File: src/rtl/alu_operand_loader_pkg.sv
// Shared definitions for the ALU operand loader: FSM state encodings and the
// opcode constants used by the downstream ALU.
package alu_operand_loader_pkg;

    typedef enum logic [1:0] {
        ST_WAIT_A  = 2'b00,
        ST_WAIT_B  = 2'b01,
        ST_WAIT_OP = 2'b10,
        ST_FULL    = 2'b11
    } state_e;

    localparam logic [5:0] OP_ADD = 6'b100000;
    localparam logic [5:0] OP_SUB = 6'b100010;

endpackage

File: src/rtl/alu_operand_loader_if.sv
// Switch/button inputs, ACK and the registered operand outputs of the loader.
interface alu_operand_loader_if #(
    parameter int WIDTH = 8,
    parameter int OPW   = 6
);
    logic [WIDTH-1:0] sw;
    logic             load;
    logic             clr;
    logic             ack;
    logic [WIDTH-1:0] a;
    logic [WIDTH-1:0] b;
    logic [OPW-1:0]   op;
    logic             valid;
    logic [1:0]       state;

    modport master (
        output sw, load, clr, ack,
        input  a, b, op, valid, state
    );

    modport slave (
        input  sw, load, clr, ack,
        output a, b, op, valid, state
    );
endinterface

File: src/rtl/alu_operand_loader_btn_debounce.sv
// Level debouncer: the filtered output follows the input only after DB_CYCLES
// consecutive samples differ from the current filtered level.
module btn_debounce #(
    parameter int DB_CYCLES = 16
) (
    input  logic clk_i,
    input  logic rst_n_i,
    input  logic level_i,
    output logic level_o
);
    localparam int CW = $clog2(DB_CYCLES + 1);

    logic [CW-1:0] cnt_q, cnt_d;
    logic          level_q, level_d;

    always_comb begin
        level_d = level_q;
        cnt_d   = '0;
        // Any sample matching the current level restarts the count.
        if (level_i != level_q) begin
            if (cnt_q == CW'(DB_CYCLES - 1)) begin
                level_d = level_i;
            end else begin
                cnt_d = cnt_q + 1'b1;
            end
        end
    end

    always_ff @(posedge clk_i or negedge rst_n_i) begin
        if (!rst_n_i) begin
            cnt_q   <= '0;
            level_q <= 1'b0;
        end else begin
            cnt_q   <= cnt_d;
            level_q <= level_d;
        end
    end

    assign level_o = level_q;
endmodule

File: src/rtl/alu_operand_loader.sv
// Captures A, B and opcode from the switches on successive LOAD presses and
// raises VALID until ACK. Define DEBOUNCE_EN to filter LOAD through btn_debounce.
module alu_operand_loader
    import alu_operand_loader_pkg::*;
#(
    parameter int WIDTH     = 8,
    parameter int OPW       = 6,
    parameter int DB_CYCLES = 16
) (
    input logic                 clk_i,
    input logic                 rst_n_i,
    alu_operand_loader_if.slave io_if
);
    logic [1:0]       load_sync_q, clr_sync_q;
    logic             load_level, load_prev_q, load_pulse, clr_s;
    state_e           state_q, state_d;
    logic [WIDTH-1:0] a_q, a_d, b_q, b_d;
    logic [OPW-1:0]   op_q, op_d;
    logic             valid_q;

    always_ff @(posedge clk_i or negedge rst_n_i) begin
        if (!rst_n_i) begin
            load_sync_q <= '0;
            clr_sync_q  <= '0;
        end else begin
            load_sync_q <= {load_sync_q[0], io_if.load};
            clr_sync_q  <= {clr_sync_q[0], io_if.clr};
        end
    end

    assign clr_s = clr_sync_q[1];

`ifdef DEBOUNCE_EN
    btn_debounce #(.DB_CYCLES(DB_CYCLES)) u_debounce (
        .clk_i   (clk_i),
        .rst_n_i (rst_n_i),
        .level_i (load_sync_q[1]),
        .level_o (load_level)
    );
`else
    logic unused_db_cycles;
    assign unused_db_cycles = (DB_CYCLES == 0);
    assign load_level       = load_sync_q[1];
`endif

    assign load_pulse = load_level & ~load_prev_q;

    always_comb begin
        state_d = state_q;
        a_d     = a_q;
        b_d     = b_q;
        op_d    = op_q;
        case (state_q)
            ST_WAIT_A:  if (load_pulse) begin a_d = io_if.sw; state_d = ST_WAIT_B; end
            ST_WAIT_B:  if (load_pulse) begin b_d = io_if.sw; state_d = ST_WAIT_OP; end
            ST_WAIT_OP: if (load_pulse) begin op_d = io_if.sw[OPW-1:0]; state_d = ST_FULL; end
            // A press arriving together with ACK is dropped.
            ST_FULL:    if (io_if.ack) state_d = ST_WAIT_A;
            default:    state_d = ST_WAIT_A;
        endcase
        if (clr_s) begin
            state_d = ST_WAIT_A;
            a_d     = '0;
            b_d     = '0;
            op_d    = '0;
        end
    end

    always_ff @(posedge clk_i or negedge rst_n_i) begin
        if (!rst_n_i) begin
            load_prev_q <= 1'b0;
            state_q     <= ST_WAIT_A;
            a_q         <= '0;
            b_q         <= '0;
            op_q        <= '0;
            valid_q     <= 1'b0;
        end else begin
            load_prev_q <= load_level;
            state_q     <= state_d;
            a_q         <= a_d;
            b_q         <= b_d;
            op_q        <= op_d;
            valid_q     <= (state_d == ST_FULL);
        end
    end

    assign io_if.a     = a_q;
    assign io_if.b     = b_q;
    assign io_if.op    = op_q;
    assign io_if.valid = valid_q;
    assign io_if.state = state_q;
endmodule

File: src/flat_wrapper.sv
// flat-port wrapper written by rule: the top's interface ports become plain ports
module alu_operand_loader_flat import alu_operand_loader_pkg::*;
#(
    parameter int WIDTH     = 8,
    parameter int OPW       = 6,
    parameter int DB_CYCLES = 16
)
  (clk_i, rst_n_i, io_if_sw, io_if_load, io_if_clr, io_if_ack, io_if_a, io_if_b, io_if_op, io_if_valid, io_if_state);
  alu_operand_loader_if #(.WIDTH(WIDTH), .OPW(OPW)) io_if_i ();
  input logic clk_i;
  input logic rst_n_i;
  input wire logic [$bits(io_if_i.sw)-1:0] io_if_sw;
  input wire logic [$bits(io_if_i.load)-1:0] io_if_load;
  input wire logic [$bits(io_if_i.clr)-1:0] io_if_clr;
  input wire logic [$bits(io_if_i.ack)-1:0] io_if_ack;
  output wire logic [$bits(io_if_i.a)-1:0] io_if_a;
  output wire logic [$bits(io_if_i.b)-1:0] io_if_b;
  output wire logic [$bits(io_if_i.op)-1:0] io_if_op;
  output wire logic [$bits(io_if_i.valid)-1:0] io_if_valid;
  output wire logic [$bits(io_if_i.state)-1:0] io_if_state;
  assign io_if_i.sw = io_if_sw;
  assign io_if_i.load = io_if_load;
  assign io_if_i.clr = io_if_clr;
  assign io_if_i.ack = io_if_ack;
  assign io_if_a = io_if_i.a;
  assign io_if_b = io_if_i.b;
  assign io_if_op = io_if_i.op;
  assign io_if_valid = io_if_i.valid;
  assign io_if_state = io_if_i.state;
  alu_operand_loader #(.WIDTH(WIDTH), .OPW(OPW), .DB_CYCLES(DB_CYCLES)) u_core (.clk_i(clk_i), .rst_n_i(rst_n_i), .io_if(io_if_i));
endmodule
File: config.mk
export PLATFORM = sky130hd
export DESIGN_NAME = alu_operand_loader_flat
export DESIGN_NICKNAME = d
export VERILOG_FILES = /design/src/rtl/alu_operand_loader_pkg.sv /design/src/rtl/alu_operand_loader_if.sv /design/src/rtl/alu_operand_loader_btn_debounce.sv /design/src/rtl/alu_operand_loader.sv /design/src/flat_wrapper.sv
export SDC_FILE = /design/constraint.sdc
export NUM_CORES = 1
export LEC_CHECK = 0
export CELL_PAD_IN_SITES_DETAIL_PLACEMENT = 0
export CELL_PAD_IN_SITES_GLOBAL_PLACEMENT = 2
export CORE_ASPECT_RATIO = 0.7
export CORE_MARGIN = 5
export CORE_UTILIZATION = 28
export DETAILED_ROUTE_END_ITERATION = 10
export GPL_TIMING_DRIVEN = 0
export PLACE_DENSITY = 0.81
export SYNTH_ARGS = -nofsm -noshare
export SYNTH_HDL_FRONTEND = slang
export SYNTH_SLANG_ARGS = --single-unit
export TNS_END_PERCENT = 20
File: constraint.sdc
create_clock -name clk_i -period 2.3 [get_ports clk_i]
set_clock_uncertainty 0.2 [all_clocks]
set_input_delay 0.23 -clock clk_i [delete_from_list [all_inputs] [get_ports clk_i]]
set_output_delay 0.23 -clock clk_i [all_outputs]
set_load 0.05 [all_outputs]
# Yosys cells after proc, flatten, opt, wreduce, memory -nomap -nowiden
# Index checks and enable logic that the tools add are counted.
# classes
n_bitwise,2
n_reduce_logical,8
n_mux,14
eq_ne,4
# ops
operator,count
$mux W8,5
$mux W6,3
$mux W2,5
$pmux W2 S4,1
$reduce_bool A2 Y1,4
$eq A2 B2 Y1 const B,3
$reduce_and A2 Y1,3
$eq A2 B1 Y1 const B,1
$logic_not A2 Y1,1
$and A1 B1 Y1,1
$not A1 Y1,1
# word_totals
register_bits,30
in_bits,13

# Longest topological paths before layout
# depth
depth_word,6
ltp_mapped,3
depth_no_buf,2

# Least setup slack after synthesis
# OpenSTA, ideal clock, no wires.
# synth_path
path_type,flip-flop to flip-flop
from,"register u_core.state_q[1], in the netlist u_core.io_if.state[1]"
to,"register u_core.a_q[0], in the netlist u_core.io_if.a[0]"
synth_period_minus_slack_ns,1.782
arrival_time_ns,1.458
path_stages_with_launch,4
path_buffers,1
setup_time_ns,0.124
setup_slack_ns,0.518
required_time_ns,1.976
path_cell_list,dfrtp_1 > or4b_1 > buf_6 > mux2i_1
# synth_via
elab_chain_cells,3
# synth_lines
item,line,rtl
from (decl),alu_operand_loader.sv:16,"state_e state_q, state_d;"
from (signal assigned),alu_operand_loader.sv:79,state_q <= state_d;
$logic_not A2 Y1,alu_operand_loader.sv:53,case (state_q)
$reduce_bool A2 Y1 (no line),-,
$reduce_and A2 Y1 (no line),-,
to (signal assigned),alu_operand_loader.sv:73,a_q <= '0;
to (signal assigned),alu_operand_loader.sv:80,a_q <= a_d;
to (decl),alu_operand_loader.sv:17,"logic [WIDTH-1:0] a_q, a_d, b_q, b_d;"
# Every way passes these cells.
# A chain may end at the register's enable or synchronous reset.

# Worst setup path in the final report
# layout_path
from,"register u_core.state_q[0], in the netlist u_core.io_if.state[0]"
to,output io_if_state[0]
# layout_lines
item,line,rtl
to (decl),flat_wrapper.sv:20,output wire logic [$bits(io_if_i.state)-1:0] io_if_state;
# No word-level cell between the ends.

==> out/qor.csv <==
metric;value;unit
instances_no_fill;201;
dp.cells;194;
final_net_count;160;
setup_viol;0;
critPathKind;reg2out;
die-area;6168;sq um
drtIter0Drc;26;
finalCritPeriodShare;89.43;%
hold_class;reg2reg;
n_fill_cell;431;
async_flop_share;100.0;%
cts_tree;built;
post_dp_cell_area;1749;sq um
antenna_found_initial;0;
drv_cap;0;
num_io_pins;38;
drc;0;
setup_tns;0;ns
syn_to_final_growth;40.21;%
synth_common_cells;30 x dfrtp_1, 30 x nand2b_1, 22 x mux2i_1;
worstPathArrival;1.63;ns
start_util;29.58;%
path_cells;clkdlybuf4s50_1;
post_cts_buffers;0;
rr_endpoint;u_core.io_if.a[0];
core;4429;sq um
reg2reg_from;u_core.io_if.state[1];
vias_per_cell;4.587;
fin_crit;2.057;ns
synth_seq_cells;30;
port_buffers;37;
grt_pass1_wl;4850;um
ant_nets;0;
clk_pin_slew;0.06;ns
max_freq;486.2;MHz
cts_sinks;30;
grt_usage;10.52;%
grt_pass1_vias;968;
wl_per_cell;15.02;um
synth.avg_cell_area;12.84;sq um
cts_root_buffer;clkbuf_8;
seq_area_frac_synth;57.31;%
synth_area;1310;sq um
synth_edf_count;0;
drt_wl_total;3020;um
die_h;67.23;um
p_per_area;618.7;nW/um^2
firstDrtPassIters;4;
cpPeakStageDelay;0.86;ns
worst-path-buf-inv;1;
cp_top_family;buffers and inverters;
cts_buffer_depth;2;
yosys.cell_types.count;18;
syn_inst;102;
critPathLaunchType;register;
worstMarginPinSlew;0.6717;ns
regToRegSetupSlack;0.65;ns
ff2ff_path_depth;3;
rsz0062_at_grt;no;
gp_congestion;0.7125;
num_vias;922;
drive_above_1_share;7.534;%
insertion_delay;0.28;ns
finalInstanceArea;1837;sq um
synth_nets;115;
numCtsBuffers;5;
synth_top_area_cell;dfrtp_1;
min_to;u_core.load_sync_q[1];
slew_headroom;55.22;%
p_leak;0.8380;nW
crit_path_max_fanout;10;
min_from;u_core.load_sync_q[0];
n_antenna_cell;0;
hold_violations;0;
die_w;91.76;um
endpoint_kind;output pin;
cts_resized;0;
grt_start_max_net_pins;31;
yosysTopAreaCellShare;57.31;%
critPathSlowestCell;clkdlybuf4s50_1;
row_count;20;
final_max_slew_viol_count;0;
synthTopCellsByArea;dfrtp_1 57%, mux2i_1 17%, nand2b_1 14%, nand4bb_1 1.7%, clkbuf_1 1.1%;
overflow;0;
ys_dominant_reg_cell;dfrtp_1;
holdPathStages;0;
synth_warnings;0;
ir_worst_vdd;0.0002342;V
cp.required;1.87;ns
cts-htree-levels;2;
status;finished clean;
==> through the flow <==
stage / setup slack (ns) / util [%] / total power, W / hold WS [ns]
6_report: 0.2431 / 41.47 / 0.001136 / 0.1454
5_1_grt: 0.1813 / 41.47 / 0.001185 / 0.1537
4_1_cts: 0.2217 / 41.36 / 0.001150 / 0.1522
3_5_place_dp: 0.2103 / 39.49 / 0.0007315 / 0.1389
3_3_place_gp: 0.2682 / 39.49 / 0.0007289 / 0.1345
2_1_floorplan: 0.5181 / - / 0.0006574 / -0.2656
==> layout by cell type, fill, tap and decap left out, drive strengths merged <==
cell / count
clkbuf: 10
or4b: 1
and4bb: 2
nand3b: 1
a21bo: 1
a41o: 1
nor4b: 1
dlygate4sd3: 1
or3b: 1
nand2b: 30
nand4bb: 2
a21oi: 2
buf: 3
nand2: 1
clkdlybuf4s50: 36
inv: 1
mux2i: 22
dfrtp: 30
==> report_power, final <==
part / switching, W / total [W] / internal [W]
registers: 0.0000155 / 0.000560 / 0.000545
logic: 0.0000911 / 0.000159 / 0.0000681
clock network: 0.000187 / 0.000417 / 0.000230
total: 0.000293 / 0.00114 / 0.000843
==> worst max-delay path by stage <==
stage / slack [ns] / to / cells after the start / startpoint
finish: 0.24 / io_if_state[0] / 1 / u_core.io_if.state[0]
detailed placement: 0.21 / u_core.io_if.a[6] / 1 / rst_n_i
global placement: 0.27 / u_core.io_if.a[6] / 1 / rst_n_i
CTS: 0.22 / io_if_state[0] / 1 / u_core.io_if.state[0]
floorplan: 0.52 / u_core.io_if.a[0] / 3 / u_core.io_if.state[1]
global route: 0.18 / io_if_state[0] / 1 / u_core.io_if.state[0]
==> cells by family after synthesis <==
kind of cell,share of synthesized area [%]
simple gates,20.92
compound gates,2.292
mux,16.81
flops,57.31
buf+inv,2.673
==> what timing repair did <==
| action | CTS | global route |
|---|---|---|
| endpoints found under the hold margin | 0 | 30 |
| endpoints found under the setup margin | 0 | 0 |
| hold buffers | 0 | 1 |
==> layer usage <==
metal / wire [um] / GRT usage (%)
met4: 49 / 4.444
met3: 219 / 4.566
met5: 0 / 0
met1: 1411 / 13.30
met2: 1340 / 15.83
==> area by class of cell <==
| class | count | area (sq um) | share of cell area [%] |
|---|---|---|---|
| flip-flops and latches | 30 | 750.7 | 40.87 |
| inverters | 1 | 3.754 | 0.2044 |
| multi-input cells | 65 | 524.3 | 28.54 |
| plain buffers | 6 | 31.28 | 1.703 |
| clock buffers | 6 | 82.58 | 4.496 |
| well taps | 55 | 68.82 | 3.747 |
| repair buffers | 38 | 375.4 | 20.44 |
==> sequential cells by signal, indices dropped and copies added, names as in the netlist <==
| name | flops |
|---|---|
| u_core.load_sync_q | 2 |
| u_core.io_if.valid | 1 |
| u_core.io_if.op | 6 |
| u_core.clr_sync_q | 2 |
| u_core.load_prev_q | 1 |
| u_core.io_if.b | 8 |
| u_core.io_if.state | 2 |
| u_core.io_if.a | 8 |
No activity file was read; power rests on OpenSTA's default activity.
